[src/rtl/irq_pending_ctrl.sv]
// Captures three asynchronous request lines, keeps them pending until serviced,
// and offers them one at a time to a consumer through a valid/ack handshake.
module irq_pending_ctrl #(
  parameter int unsigned SYNC_STAGES = 2  // legal range 2..4
) (
  input  logic       clk,
  input  logic       rst_n,
  input  logic [2:0] req_in,
  input  logic [2:0] mask,
  output logic [2:0] pend_vec,
  output logic       irq_valid,
  output logic [1:0] irq_id,
  input  logic       irq_ack,
  output logic       busy
);

  typedef enum logic [1:0] {
    IDLE   = 2'd0,
    OFFER  = 2'd1,
    SETTLE = 2'd2
  } state_e;

  logic [2:0] sync_q [SYNC_STAGES];
  logic [2:0] hist_q;
  logic [2:0] rise;
  logic [2:0] clr;
  logic [2:0] pending_q;
  logic [2:0] pending_d;
  logic [2:0] pend_vec_q;
  state_e     state_q;
  logic       irq_valid_q;
  logic [1:0] irq_id_q;
  logic       busy_q;

  function automatic logic [1:0] encode(input logic [2:0] v);
    logic [1:0] id;
    id = 2'b11;
    if (v[2])      id = 2'b10;
    else if (v[1]) id = 2'b01;
    else if (v[0]) id = 2'b00;
    return id;
  endfunction

  always_ff @(posedge clk or negedge rst_n) begin
    if (!rst_n) begin
      for (int unsigned s = 0; s < SYNC_STAGES; s++) begin
        sync_q[s] <= '0;
      end
      hist_q <= '0;
    end else begin
      sync_q[0] <= req_in;
      for (int unsigned s = 1; s < SYNC_STAGES; s++) begin
        sync_q[s] <= sync_q[s-1];
      end
      hist_q <= sync_q[SYNC_STAGES-1];
    end
  end

  assign rise = sync_q[SYNC_STAGES-1] & ~hist_q;

  // Clear only the bit being acknowledged; a coincident rise still wins below.
  always_comb begin
    clr = '0;
    if (state_q == OFFER && irq_ack) begin
      clr = 3'b001 << irq_id_q;
    end
  end

  assign pending_d = (pending_q & ~clr) | rise;

  always_ff @(posedge clk or negedge rst_n) begin
    if (!rst_n) begin
      pending_q  <= '0;
      pend_vec_q <= '0;
    end else begin
      pending_q  <= pending_d;
      pend_vec_q <= pending_q & ~mask;
    end
  end

  // irq_id is latched on entry to OFFER and held until the next offer.
  always_ff @(posedge clk or negedge rst_n) begin
    if (!rst_n) begin
      state_q     <= IDLE;
      irq_valid_q <= 1'b0;
      irq_id_q    <= 2'b11;
      busy_q      <= 1'b0;
    end else begin
      case (state_q)
        IDLE: begin
          if (|pend_vec_q) begin
            irq_id_q    <= encode(pend_vec_q);
            irq_valid_q <= 1'b1;
            busy_q      <= 1'b1;
            state_q     <= OFFER;
          end
        end
        OFFER: begin
          if (irq_ack) begin
            irq_valid_q <= 1'b0;
            state_q     <= SETTLE;
          end
        end
        SETTLE: begin
          busy_q  <= 1'b0;
          state_q <= IDLE;
        end
        default: begin
          irq_valid_q <= 1'b0;
          busy_q      <= 1'b0;
          state_q     <= IDLE;
        end
      endcase
    end
  end

  assign pend_vec  = pend_vec_q;
  assign irq_valid = irq_valid_q;
  assign irq_id    = irq_id_q;
  assign busy      = busy_q;

endmodule

[config.mk]
export PLATFORM = sky130hd
export DESIGN_NAME = irq_pending_ctrl
export DESIGN_NICKNAME = d
export VERILOG_FILES = /design/src/rtl/irq_pending_ctrl.sv
export SDC_FILE = /design/constraint.sdc
export NUM_CORES = 1
export LEC_CHECK = 0
export BUFFER_PORTS_ARGS = -buffer_cell sky130_fd_sc_hd__buf_2
export CAP_MARGIN = 20
export CORE_MARGIN = 1.5
export CORE_UTILIZATION = 53
export CTS_CLUSTER_SIZE = 30
export DETAILED_ROUTE_END_ITERATION = 6
export PLACE_DENSITY_LB_ADDON = 0.08
export SYNTH_ARGS = -nofsm -noshare
export SYNTH_HDL_FRONTEND = slang
export SYNTH_SLANG_ARGS = --single-unit
export TNS_END_PERCENT = 10
[constraint.sdc]
create_clock -name clk -period 4 [get_ports clk]
set_clock_uncertainty 0.2 [all_clocks]
set_input_delay 0.4 -clock clk [delete_from_list [all_inputs] [get_ports clk]]
set_output_delay 0.4 -clock clk [all_outputs]
set_load 0.02 [all_outputs]
; After elaboration in Yosys (flattened, before gate mapping)
; Cells that the tools add are included.
[classes]
bitwise_logic = 9
n_shift = 1
reduce_logical = 7
eq_ne = 4
muxes = 11
[ops]
columns = op, n
row1 = $mux 2, 5
row2 = $and 3x3->3, 3
row3 = $not 3->3, 3
row4 = $reduce_and 2->1, 3
row5 = $ne 2x2->1 const B, 2
row6 = $pmux 2 s2, 1
row7 = $mux 3, 1
row8 = $or 3x3->3, 1
row9 = $pmux 1 s3, 1
row10 = $reduce_and 3->1, 1
row11 = $reduce_or 3->1, 1
row12 = $shl 1x2->3 const A, 1
row13 = $eq 2x1->1 const B, 1
row14 = $eq 2x2->1 const B, 1
row15 = $logic_not 2->1, 1
row16 = $mux 1, 2
row17 = $not 1->1, 2
row18 = $pmux 1 s2, 1
row19 = $logic_and 1x1->1, 1
[totals]
output_inout_bits = 7
regBits = 21
wordCells = 41
inputBits = 9

; Logic depth before layout (Yosys ltp)
; Gate-level depths: netlist of run 1.
[depth]
depth_word = 6
mapped_depth = 4
ltp_nobuf = 3

; Least setup slack after synthesis of run 1
; OpenSTA, ideal clock, no wires.
[synth_path]
path_type = reg-to-reg
from = register pend_vec_q[2], in the netlist pend_vec[2]
to = register busy_q, in the netlist busy
path_buffers = 0
setup_slack_ns = 2.613
t_required_ns = 3.678
arrival_ns = 1.065
path_stages_with_launch = 4
setup_time_ns = 0.122
cell_sequence = dfrtp_1 -> or3_1 -> a21oi_1 -> nor2_1
[synth_via]
elab_chain_len = 3
[synth_rtl]
columns = item, line_no
row1 = start: declaration, 29  ; logic [2:0] pend_vec_q;
row2 = start signal: assignment, 77  ; pend_vec_q <= pending_q & ~mask;
row3 = $reduce_or 3->1, 91  ; if (|pend_vec_q) begin
row4 = $ne 2x2->1 (no line), -
row5 = $reduce_and 2->1 (no line), -
row6 = end signal: assignment, 87  ; busy_q <= 1'b0;
row7 = end signal: assignment, 94  ; busy_q <= 1'b1;
row8 = end signal: assignment, 105  ; busy_q <= 1'b0;
row9 = end: declaration, 33  ; logic busy_q;
; Every way passes these cells.
; A chain may end at the register's enable or synchronous reset.

; Worst setup path after layout of run 1
[layout_path]
from = register irq_id_q[0], in the netlist irq_id[0]
to = output irq_id[0]
[layout_lines]
columns = item, line_no
row1 = start: declaration, 32  ; logic [1:0] irq_id_q;
row2 = start signal: assignment, 92  ; irq_id_q <= encode(pend_vec_q);
row3 = end: declaration, 12  ; output logic [1:0] irq_id,
; No word-level cell between the ends.

==> results by stage, run 1 <==
Status:
- The flow ran to the end, and the final reports show no timing, DRC or antenna violations.

Worst setup path:
- STA classifies the critical path endpoint as a primary output.
- On the critical path the largest part of the delay comes from flip-flops.
- In this run the critical register-to-register path is launched from irq_id[1].
- The path depth of the worst reg2reg path is 3.
- In this run the worst path has a maximum fanout of 5.
- The biggest cell delay along the critical path is 0.59 ns.
- In this run the number of cells on the critical path is 1.
- The endpoint identified for the worst register-to-register timing path is pending_q[2].
- At the worst endpoint, the arrival time is 1.06 ns.
- The start-to-end type of the worst setup path is reg2out.
- The number of buffer and inverter instances along the worst setup path is 1.
- The slowest cell on the critical path is sky130_fd_sc_hd__dfstp_2.
- The worst endpoint required time is 3.40 ns.
- The signal on the critical path passes through buf_2.
- Setup slack on the worst reg-to-reg path comes out at 2.59 ns.
- The worst setup path is launched from a register.

Global route:
- The number of antenna violations at the first check in global routing was 0.
- The sum of overflow across all layers after global routing is 0.
- The via count of the first global-routing pass is 397.
- The first global-routing pass estimated 1718 µm of wire.
- Entering global routing, the biggest net connects 22 pins.
- The global-route usage over all layers is 17.94%.

Die:
- In this run the standard cell core region covers 1285 µm².
- The count of pins on the block boundary is 16.
- The total number of placement rows is 13.
- The floorplan step set the die width to 39.78 µm.
- The floorplan step defined a die boundary enclosing 1582 µm².
- The height of the chip is 39.78 µm.
- The starting density of the core is 55.79%.

Clock tree:
- Clock-pin slew was measured on the worst setup and hold paths at 0.10 ns.
- The clock sink total is 21.
- In this run, CTS created clock tree buffers numbering 3.
- The cts-stage hold buffer count is 4.
- Post-CTS timing repair inserted 0 buffers for setup.
- The post-CTS resize count is 0.
- The clock tree from TritonCTS is built.
- The clock latency on the worst-skew pair is 0.30 ns.
- The tree is rooted in a sky130_fd_sc_hd__clkbuf_4.
- The number of buffers between clock root and the deepest sink is 2.
- The H-tree depth reported by CTS is 1.

Timing:
- The number of max-slew violations in the final report is 0.
- Setup repair after global routing left no endpoint under its margin.
- In this run the tightest slew margin relative to its limit is 70.33%.
- Setup violations remaining at the end of the flow were counted as 0.
- The hold violation count in the final report came to 0.
- At the pin with the least slew margin, the transition time is 0.4451 ns.
- The upper clock frequency limit is 602.1 MHz.
- Final hold analysis gives a worst-case slack of 0.03937 ns.
- The fraction of the cycle the final worst path needs is 41.52%.
- The smallest clock period supported by the final layout is computed as 1.661 ns.
- The setup TNS is 0 ns.

Min path:
- The worst-case hold path end point is pend_vec[1].
- The depth of the worst hold-timing path is 2.
- The startpoint of the tightest hold check path is mask[1].
- The worst hold-check path type is in2reg.

Layout:
- The number of diodes is 0.
- The non-filler instance count after layout is 91.
- In the layout the commonest cells are 19 x sky130_fd_sc_hd__dfrtp_1, 15 x sky130_fd_sc_hd__buf_2, 7 x sky130_fd_sc_hd__inv_1.
- The most common cell after layout, fill and taps aside is sky130_fd_sc_hd__dfrtp_1.
- From synthesis to final layout, the design area changed by 21.64%.
- The post-route netlist has 30.26% of its cells at a drive strength greater than 1.
- Fill cells in the final layout number 100.
- Once layout is done, the placed cells without fillers occupy 872.1 µm².
- The net count of the finished layout is 86.

Pwr:
- The total power of the final layout is 586.9 µW.
- In this run the power density over the cells is 673.0 nW/µm².
- The reported leakage power is 0.0004192 µW.
- The worst-case vdd ir drop is 357.9 µV.

Placement:
- The total placed cells including tap cells is 83.
- The routability congestion estimate from global placement is 0.7016.
- The placed instances occupy a cell area of 805.8 µm².
- The count of input and output buffers is 15.
- The placed wire-length estimate after detailed placement is 756.7 µm.

Route:
- The first detailed-routing pass took 4 iterations.
- After detailed routing, the average wire length per cell comes to 11.96 µm.
- The routed layout has 457 vias.
- For this run, design rule violations remaining after detail routing come to 0.
- The sum of routed wire length over all layers is 1088 µm.
- Dividing the detail-routed via count by the number of cells gives 5.022.
- The number of nets with antenna violations after detailed routing is 0.
- After the first detailed-routing iteration, the DRC count stood at 8.

Synthesis:
- The per-instance average area after synthesis is 13.28 µm².
- The netlist area before placement is 716.9 µm².
- Counting flops and latches in the post-synthesis netlist gives 21.
- After technology mapping, the gate count stands at 54.
- Yosys printed 0 warnings.
- The count of distinct cell types in the synthesized netlist is 18.
- For this run, the register share of the synthesized area comes to 73.65%.
- When the netlist entered floorplanning its net count stood at 63.

Job:
- The max-cap check violation count is 0.
power by group:
group / leakage, µW / switching [µW] / total, µW / internal [µW]
clock: 0.0000150 / 58.2 / 97.1 / 38.9
sequential: 0.000238 / 51.2 / 325 / 273
combinational: 0.000166 / 94.6 / 165 / 70.6
kinds of logic (layout without fill, tap and decap cells):
group,count (synthesis),in the layout,synth area share [%]
AO/OA/AOI/OAI,12,12,10.82
buffers and inverters,8,30,4.363
flip-flops,21,21,73.65
AND/OR/NAND/NOR,13,13,11.17
cell type report:
| class | instances | area, µm² | area share, % |
|---|---|---|---|
| Clock buffer | 4 | 26.28 | 3.013 |
| Inverter | 7 | 26.28 | 3.013 |
| Multi-Input combinational cell | 25 | 157.7 | 18.08 |
| Sequential cell | 21 | 528.0 | 60.55 |
| Tap cell | 15 | 18.77 | 2.152 |
| Timing Repair Buffer | 19 | 115.1 | 13.20 |
sequential cells by signal, indices dropped and copies added (netlist names):
| signal | count |
|---|---|
| state_q | 2 |
| sync_q | 6 |
| pend_vec | 3 |
| busy | 1 |
| irq_id | 2 |
| hist_q | 3 |
| pending_q | 3 |
| irq_valid | 1 |
cell usage after synthesis:
cell / instances / share of area [%]
sky130_fd_sc_hd__a32o_1: 1 / 1.4
sky130_fd_sc_hd__inv_1: 7 / 3.7
sky130_fd_sc_hd__dfrtp_1: 19 / 66
sky130_fd_sc_hd__nor2b_1: 3 / 2.6
sky130_fd_sc_hd__o21ai_0: 2 / 1.4
sky130_fd_sc_hd__nand2_2: 1 / 0.87
sky130_fd_sc_hd__a22o_1: 1 / 1.2
sky130_fd_sc_hd__nand2_1: 2 / 1.0
sky130_fd_sc_hd__nor4b_2: 1 / 2.1
sky130_fd_sc_hd__a21oi_1: 1 / 0.70
sky130_fd_sc_hd__dfstp_2: 2 / 7.3
sky130_fd_sc_hd__nor2_1: 4 / 2.1
sky130_fd_sc_hd__nor2_4: 1 / 1.6
sky130_fd_sc_hd__o22ai_1: 1 / 0.87
sky130_fd_sc_hd__o21ai_1: 4 / 2.8
sky130_fd_sc_hd__or3_1: 1 / 0.87
sky130_fd_sc_hd__o41ai_1: 2 / 2.4
sky130_fd_sc_hd__buf_2: 1 / 0.70
per-stage QoR:
| step | utilization, % | setup WS [ns] |
|---|---|---|
| finish | 67.87 | 2.339 |
| global route | 67.87 | 2.280 |
| CTS | 67.87 | 2.327 |
| detailed placement | 62.71 | 2.583 |
| global placement | 62.71 | 2.626 |
| floorplan | - | 2.613 |
per-layer routing:
| layer | global-route usage, % | up-vias | share of wire [%] |
|---|---|---|---|
| met3 | 5.114 | 2 | 4.9 |
| met2 | 24.59 | 14 | 46 |
| li1 | - | 225 | - |
| met5 | 0 | - | 0 |
| met1 | 22.68 | 216 | 48 |
| met4 | 15.52 | 0 | 1.2 |
worst max-delay path by stage:
stage	from	endpoint	slack [ns]
global route	irq_id[1]	irq_id[1]	2.28
finish	irq_id[0]	irq_id[0]	2.34
CTS	irq_id[1]	irq_id[1]	2.33
floorplan	pend_vec[2]	busy	2.61
global placement	irq_id[1]	pending_q[2]	2.63
detailed placement	irq_id[1]	pending_q[2]	2.58
worst register-to-register path: stages, from the launching register on:
cell	delay, ns
sky130_fd_sc_hd__dfstp_2	0.59
sky130_fd_sc_hd__inv_1	0.05
sky130_fd_sc_hd__o41ai_1	0.34
sky130_fd_sc_hd__o21ai_1	0.13
(Power assumes the default switching activity.)
==> run 2, diff against run 1 <==
- CORE_UTILIZATION: 53 -> 49
- clock period: 4 -> 1.7 ns (I/O delays scaled with it)
==> run 2 against run 1 <==
  * Critical path depth is the same
  * Highest routed layer unchanged
  * Sequential power grew 130%
  * Die area grew 7.5%
==> results by stage, run 2 (same netlist as run 1, synthesis figures left out) <==
Timing:
- For the finished layout, the period the worst path requires is 1.429 ns.
- After layout, the worst path uses 84.08% of the clock period.
- The number of failing setup endpoints in the final timing report came to 0 (unchanged).
- The hold violation count in the final report is 0 (unchanged).
- The number of max-slew violations in the final report is 0 (unchanged).
- The transition at the pin with the smallest max-transition slack is 0.4400 ns (-0.005125 ns).
- The setup TNS is 0 ns (unchanged).
- The final critical-path setup slack is 0.2707 ns (-2.068 ns).
- The relative slew slack is 70.67% (+0.34 points).
- Setup repair after global routing left no endpoint under its margin.
- Derived from the worst setup path, the maximum achievable clock frequency is 699.6 MHz.

Route:
- The number of remaining DRC errors is 0 (unchanged).
- The detailed-routing wirelength on met1 is 520 µm (-0.19%).
- The total met2 wirelength after detailed routing was 493 µm (-1.4%).
- The DRC marker count from the first detailed-route iteration is 1 (-7).
- The number of nets with antenna violations after detailed routing is 0 (unchanged).
- The detailed-route wire length per cell is 11.31 µm (-5.4%).
- The detailed route wirelength on metal3 came to 50 µm (-5.7%).
- The via-per-instance ratio was 4.905 (-2.3%).
- The number of iterations in the first detailed-routing pass was 2 (-2).
- The sum of routed wire length over all layers came to 1074 µm (-1.3%).
- The top layer used by detailed routing is met4.
- The overall via count from detail_route came to 466 (+2.0%).

Clock tree:
- The number of buffers between clock root and the deepest sink is 2 (unchanged).
- The clock edge transition at the registers on the reported setup and hold paths was 0.11 ns (about the same).
- The post-CTS resize count came to 0 (unchanged).
- The number of buffers inserted during clock tree synthesis is 3 (unchanged).
- The clock latency on the worst-skew pair is 0.29 ns (about the same).
- The clock sink total is 21 (unchanged).
- The H-tree depth reported by CTS is 1 (unchanged).
- The clock tree from TritonCTS is built.
- The tree is rooted in a sky130_fd_sc_hd__clkbuf_4.

Worst setup path:
- The arrival time of data at the critical path endpoint came to 1.06 ns (about the same).
- The slack of the worst reg-to-reg path was 0.31 ns (-2.28 ns).
- The critical path in this run is classified as reg2out.
- The biggest cell delay along the critical path came to 0.59 ns (about the same).
- The worst endpoint required time is 1.33 ns (-2.07 ns).
- For this design, the slowest cell found on the critical path is sky130_fd_sc_hd__dfstp_2.
- The category of the worst setup path launch point is a register.
- The number of buffer and inverter instances along the worst setup path is 1 (unchanged).
- The worst setup path is captured at a primary output.
- The kind of cell with the highest combined delay on the critical path is flip-flops.
- The signal on the critical path passes through buf_2.
- The maximum net fanout on the critical path is 5 (unchanged).

Pwr:
- The sequential group share of total power was 55.2% (about the same).
- The total power divided by cell area is 1513 nW/µm² (+120%).
- The total power of the final layout is 1380 µW (+140%).
- The proportion of total power due to net switching is 34.32% (-0.45 points).
- The clock group share of total power is 16.3% (-0.2 points).
- The proportion of power drawn by combinational gates is 28.4% (+0.3 points).
- The switching power total is 473.6 µW (+130%).
- The internal power summed over all cells is 906.5 µW (+140%).
- The worst-case vdd ir drop came to 813.4 µV (+130%).
- The reported leakage power came to 0.0004359 µW (+4.0%).

Die:
- The count of pins on the block boundary is 16 (unchanged).
- The die width was 41.25 µm (+3.7%).
- The height of the chip is 41.25 µm (+3.7%).
- The area of the die came to 1702 µm² (+7.5%).
- The area of the placeable core is 1334 µm² (+3.8%).
- The total number of placement rows is 13 (unchanged).
- The starting density of the core was 53.75% (-2.0 points).

Placement:
- The post-placement setup slack is 0.2951 ns (-2.288 ns).
- The total placed cells including tap cells is 83 (unchanged).
- The count of input and output buffers is 15 (unchanged).
- The routability congestion estimate from global placement is 0.6473 (-7.7%).

Layout:
- The area taken by flip-flops and latches is 528.0 µm² (unchanged).
- The utilization after layout is 68.39% (+0.52 points).
- The area added between synthesis and finish is 27.23%.
- The non-filler instance count after layout is 95 (+4.4%).
- In the layout the commonest cells are 19 x sky130_fd_sc_hd__dfrtp_1, 15 x sky130_fd_sc_hd__buf_2, 8 x sky130_fd_sc_hd__dlygate4sd3_1.
- The flip-flop count of the largest register after layout is 6 (unchanged).
- The fraction of final layout cells sized beyond drive strength 1 is 28.75% (-1.5 points).
- The top register by number of flip-flops is sync_q.
- The area of the multi-input gates is 157.7 µm² (unchanged).
- The layout filler cell count was 98 (-2.0%).
- The most common cell after layout, fill and taps aside is sky130_fd_sc_hd__dfrtp_1.
- The net count of the finished layout came to 90 (+4.7%).
- The number of diodes is 0 (unchanged).

Global route:
- The global-route usage over all layers is 16.47% (-1.5 points).
- The first-pass GRT wire length is 1704 µm (-0.81%).
- The largest net degree at the start of global routing was 22 (unchanged).
- The via count of the first global-routing pass is 408 (+2.8%).
- The number of antenna violations at the first check in global routing is 0 (unchanged).
- The sum of overflow across all layers after global routing is 0 (unchanged).

Status:
- The run finished with clean final reports.

Job:
- The max-cap check violation count is 0 (unchanged).

Min path:
- The path class of the tightest hold or removal check is in2async.
==> run 2: changes by cell type in the layout (fill, tap and decap cells not counted) <==
cell,previous run,this run
sky130_fd_sc_hd__dlygate4sd3_1,4,8
==> run 2: power by group through the flow <==
stage          clock [µW]  combinational [µW]  sequential, µW
6_report              226                 392             762
2_1_floorplan           0                 205             819
4_1_cts               237                 398             762
5_1_grt               257                 447             786
3_5_place_dp            0                 382             770
3_3_place_gp            0                 375             770
==> run 2: area by class of cell <==
type / count / share of cell area (%)
flip-flops and latches: 21 / 57.89
multi-input cells: 25 / 17.28
repair buffers: 23 / 17.01
clock buffers: 4 / 2.881
inverters: 7 / 2.881
well taps: 15 / 2.058
==> run 2: path summary, 6_finish.rpt <==
check	start	end	cells after the start
worst min-delay path	rst_n	state_q[0]	2
max in group asynchronous	rst_n	irq_id[1]	2
worst max-delay path	irq_id[1]	irq_id[1]	1
worst max register to register	irq_id[1]	pending_q[2]	3
worst min register to register	sync_q[3]	sync_q[0]	0
min in group clk	sync_q[3]	sync_q[0]	0
==> run 2: routing by layer <==
metal,track usage [%],vias to the layer above
met5,0,-
met4,9.677,0
met3,4.891,2
met2,26.56,15
met1,19.29,220
li1,-,229
==> run 2: repair_timing <==
| item | in CTS | in global routing |
|---|---|---|
| hold buffers | 8 | 0 |
| hold endpoints to repair | 29 | 0 |
| setup buffers | 0 | 0 |
==> run 2: per-stage QoR <==
stage                     hold slack (ns)  instance area [µm²]
final                              0.1411                912.1
after global routing               0.1672                912.1
after CTS                          0.1537                912.1
after detailed placement         -0.05981                805.8
after global placement           -0.05933                805.8
after floorplan                   -0.3256                716.9
==> run 3, diff against run 2 <==
- CORE_UTILIZATION: 49 -> 44
- clock period: 1.7 -> 1.2 ns (I/O delays scaled with it)
==> run 3 against run 2 <==
  * The run now ends with negative setup slack left
  * Sequential share of layout area fell by 8.9 points
  * Die area up 11%
  * Register-to-register slack lost 0.42 ns
  * Combinational power rose to 2.7 times the previous value
  * Sequential power increased by 39%
  * Utilization is 3.0 points higher
  * Non-clock buffer count grew 11
  * Clock power up 47%
  * Via count grew 11%
  * Hold slack worse by 0.11 ns
  * Worst setup slack worse by 0.45 ns
  * Largest cell class unchanged
==> results by stage, run 3 (same netlist as run 1, synthesis figures left out) <==
Status:
- The run finished, with violations left.
- The final reports fail on negative setup slack.

Layout:
- The most common cell after layout, fill and taps aside is sky130_fd_sc_hd__dfrtp_1.
- The fraction of final layout cells sized beyond drive strength 1 is 48.35% (+20 points).
- The non-filler instance count after layout was 107 (+13%).
- sync_q holds more flip-flops than any other register.
- In the layout the commonest cells are 15 x sky130_fd_sc_hd__dfrtp_1, 10 x sky130_fd_sc_hd__buf_2, 10 x sky130_fd_sc_hd__buf_6.
- The area of all placed cells without fillers is 1089 µm² (+19%).
- The net count of the finished layout was 101 (+12%).
- The utilization after layout is 71.43% (+3.0 points).
- The area added between synthesis and finish is 51.83%.
- The number of diodes was 0 (unchanged).
- The flip-flop count of the largest register after layout is 6 (unchanged).

Die:
- The die width came to 43.37 µm (+5.1%).
- The total number of placement rows is 14 (+1).
- The area of the placeable core is 1524 µm² (+14%).
- The starting density of the core is 47.04% (-6.7 points).
- The area of the die is 1881 µm² (+11%).
- The height of the chip was 43.37 µm (+5.1%).
- The count of pins on the block boundary was 16 (unchanged).

Global route:
- The global-route usage over all layers is 16.89% (+0.41 points).
- The number of antenna violations at the first check in global routing is 0 (unchanged).
- The met3 usage is 3.750% (-1.1 points).
- The peak-usage layer in the global routing report is met2.
- The met2 usage in global routing is 27.76% (+1.2 points).
- The largest net degree at the start of global routing is 22 (unchanged).
- The first-pass GRT wire length came to 2173 µm (+28%).
- The via count of the first global-routing pass is 527 (+29%).
- The global routing usage on met1 is 19.14% (-0.14 points).
- The sum of overflow across all layers after global routing was 0 (unchanged).

Route:
- The DRC marker count from the first detailed-route iteration is 5 (+4).
- The sum of routed wire length over all layers came to 1251 µm (+16%).
- The number of remaining DRC errors is 0 (unchanged).
- The number of nets with antenna violations after detailed routing is 0 (unchanged).
- The via-per-instance ratio is 4.822 (-1.7%).
- The detailed-route wire length per cell was 11.69 µm (+3.4%).
- The number of iterations in the first detailed-routing pass is 4 (+2).
- The overall via count from detail_route is 516 (+11%).

Timing:
- The worst path in the final design needs a cycle of 1.381 ns, including I/O delays and setup.
- The hold violation count in the final report is 0 (unchanged).
- The setup TNS is -1.065 ns (-1.065 ns).
- The number of failing setup endpoints in the final timing report is 12 (+12).
- The fraction of the cycle the final worst path needs is 115.1%.
- The number of max-slew violations in the final report is 0 (unchanged).
- The transition at the pin with the smallest max-transition slack was 0.4479 ns (+0.007896 ns).
- Setup repair after global routing could not meet its margin everywhere.
- Based on the critical path, the design can be clocked at up to 723.9 MHz.
- The final critical-path setup slack was -0.1815 ns (-0.4522 ns).
- The relative slew slack is 70.14% (-0.53 points).

Worst setup path:
- The critical path goes through buf_6 -> buf_6.
- The worst endpoint required time is 0.88 ns (-0.45 ns).
- The slack of the worst reg-to-reg path is -0.11 ns (-0.42 ns).
- The worst setup path startpoint is irq_id[1].
- The biggest cell delay along the critical path came to 0.56 ns (-0.03 ns).
- The worst register-to-register path begins at pend_vec[2].
- The maximum net fanout on the critical path was 2 (-3).
- The number of buffer and inverter instances along the worst setup path is 2 (+1).
- STA classifies the critical path endpoint as a primary output.
- STA classifies the critical path startpoint as a register.
- The cell type with the highest occurrence count on the critical path is sky130_fd_sc_hd__buf_6.
- The arrival time of data at the critical path endpoint is 1.06 ns (about the same).
- The start-to-end type of the worst setup path is reg2out.
- On the critical path the largest part of the delay comes from flip-flops.
- The slowest cell on the critical path is sky130_fd_sc_hd__dfstp_2.

Clock tree:
- The number of buffers inserted during clock tree synthesis is 3 (unchanged).
- The cell chosen for the clock root is sky130_fd_sc_hd__clkbuf_4.
- The clock edge transition at the registers on the reported setup and hold paths was 0.11 ns (about the same).
- The clock sink total is 21 (unchanged).
- The clock latency on the worst-skew pair is 0.30 ns (about the same).
- TritonCTS built the clock tree.
- The H-tree depth reported by CTS is 1 (unchanged).
- The number of buffers between clock root and the deepest sink came to 2 (unchanged).

Pwr:
- The clock group share of total power is 13.6% (-2.7 points).
- The reported leakage power is 0.0005193 µW (+19%).
- The switching power total is 815.9 µW (+72%).
- The sequential group share of total power was 43.4% (-12 points).
- The proportion of total power due to net switching is 33.47% (-0.85 points).
- The internal power summed over all cells came to 1622 µW (+79%).
- The total power divided by cell area is 2239 nW/µm² (+48%).
- The proportion of power drawn by combinational gates is 43.0% (+15 points).
- The worst-case vdd ir drop is 1190 µV (+46%).

Placement:
- The area after detailed placement was 872.1 µm² (+8.2%).
- The total placed cells including tap cells is 91 (+9.6%).
- Detailed placement finished with a half-perimeter wire length of 798.5 µm.
- The count of input and output buffers is 15 (unchanged).
- The routability congestion estimate from global placement came to 0.7694 (+19%).

Min path:
- The worst hold path begins at irq_ack.
- The min-delay analysis places its worst path in the category in2reg.

Job:
- The max-cap check violation count is 0 (unchanged).
==> run 3: changes by cell type in the layout (fill, tap and decap cells not counted), sizes merged <==
cell    change
buf        +11
clkbuf      -1
clkinv      +1
==> run 3: through the flow <==
stage	power [µW]	worst slack (ns)	hold WS, ns
6_report	2438	-0.1815	0.03164
5_1_grt	2603	-0.2217	0.05549
4_1_cts	2390	-0.1767	0.01508
3_5_place_dp	1793	-0.1147	-0.1006
3_3_place_gp	1779	-0.1178	-0.1103
2_1_floorplan	1478	-0.1266	-0.3756
==> run 3: layout make-up <==
cell class / count / area [µm²]
clock buffers: 3 / 22.52
inverters: 7 / 26.28
clock inverters: 1 / 5.005
fillers: 114 / 435.4
repair buffers: 34 / 287.8
well taps: 16 / 20.02
flip-flops and latches: 21 / 533.0
multi-input cells: 25 / 193.9
==> run 3: final timing paths <==
| kind | endpoint | depth (start not counted) |
|---|---|---|
| max | irq_id[1] | 2 |
| min | pending_q[0] | 4 |
| max reg2reg | state_q[0] | 3 |
| min reg2reg | sync_q[1] | 0 |
| max in group asynchronous | irq_id[1] | 2 |
| min in group asynchronous | pending_q[0] | 2 |
==> run 3: power by group through the flow <==
stage | Clock, µW | Sequential [µW] | Combinational, µW
after floorplan | 0 | 1170 | 308
after detailed placement | 0 | 1060 | 733
final | 332 | 1060 | 1050
after CTS | 341 | 1050 | 999
after global routing | 366 | 1090 | 1150
after global placement | 0 | 1050 | 727
==> run 3: timing repair <==
item | CTS | global route
gates resized for setup | 16 | 5
hold endpoints to repair | 28 | 0
setup endpoints to repair | 13 | 15
hold buffers | 8 | 0
pin swaps | 2 | 2
buffers inserted | 4 | 0
==> run 3: layer usage <==
metal,vias to the layer above,share of wire [%],routed length (µm)
li1,255,-,-
met4,0,3.4,43
met5,-,0,0
met2,18,49,607
met3,5,3.5,44
met1,238,44,555
==> run 3: tightest hold or removal path, cell delays in order <==
cell	delay, ns
sky130_fd_sc_hd__buf_2	0.11
sky130_fd_sc_hd__nand2_2	0.13
sky130_fd_sc_hd__o41ai_2	0.07
sky130_fd_sc_hd__o21ai_1	0.07
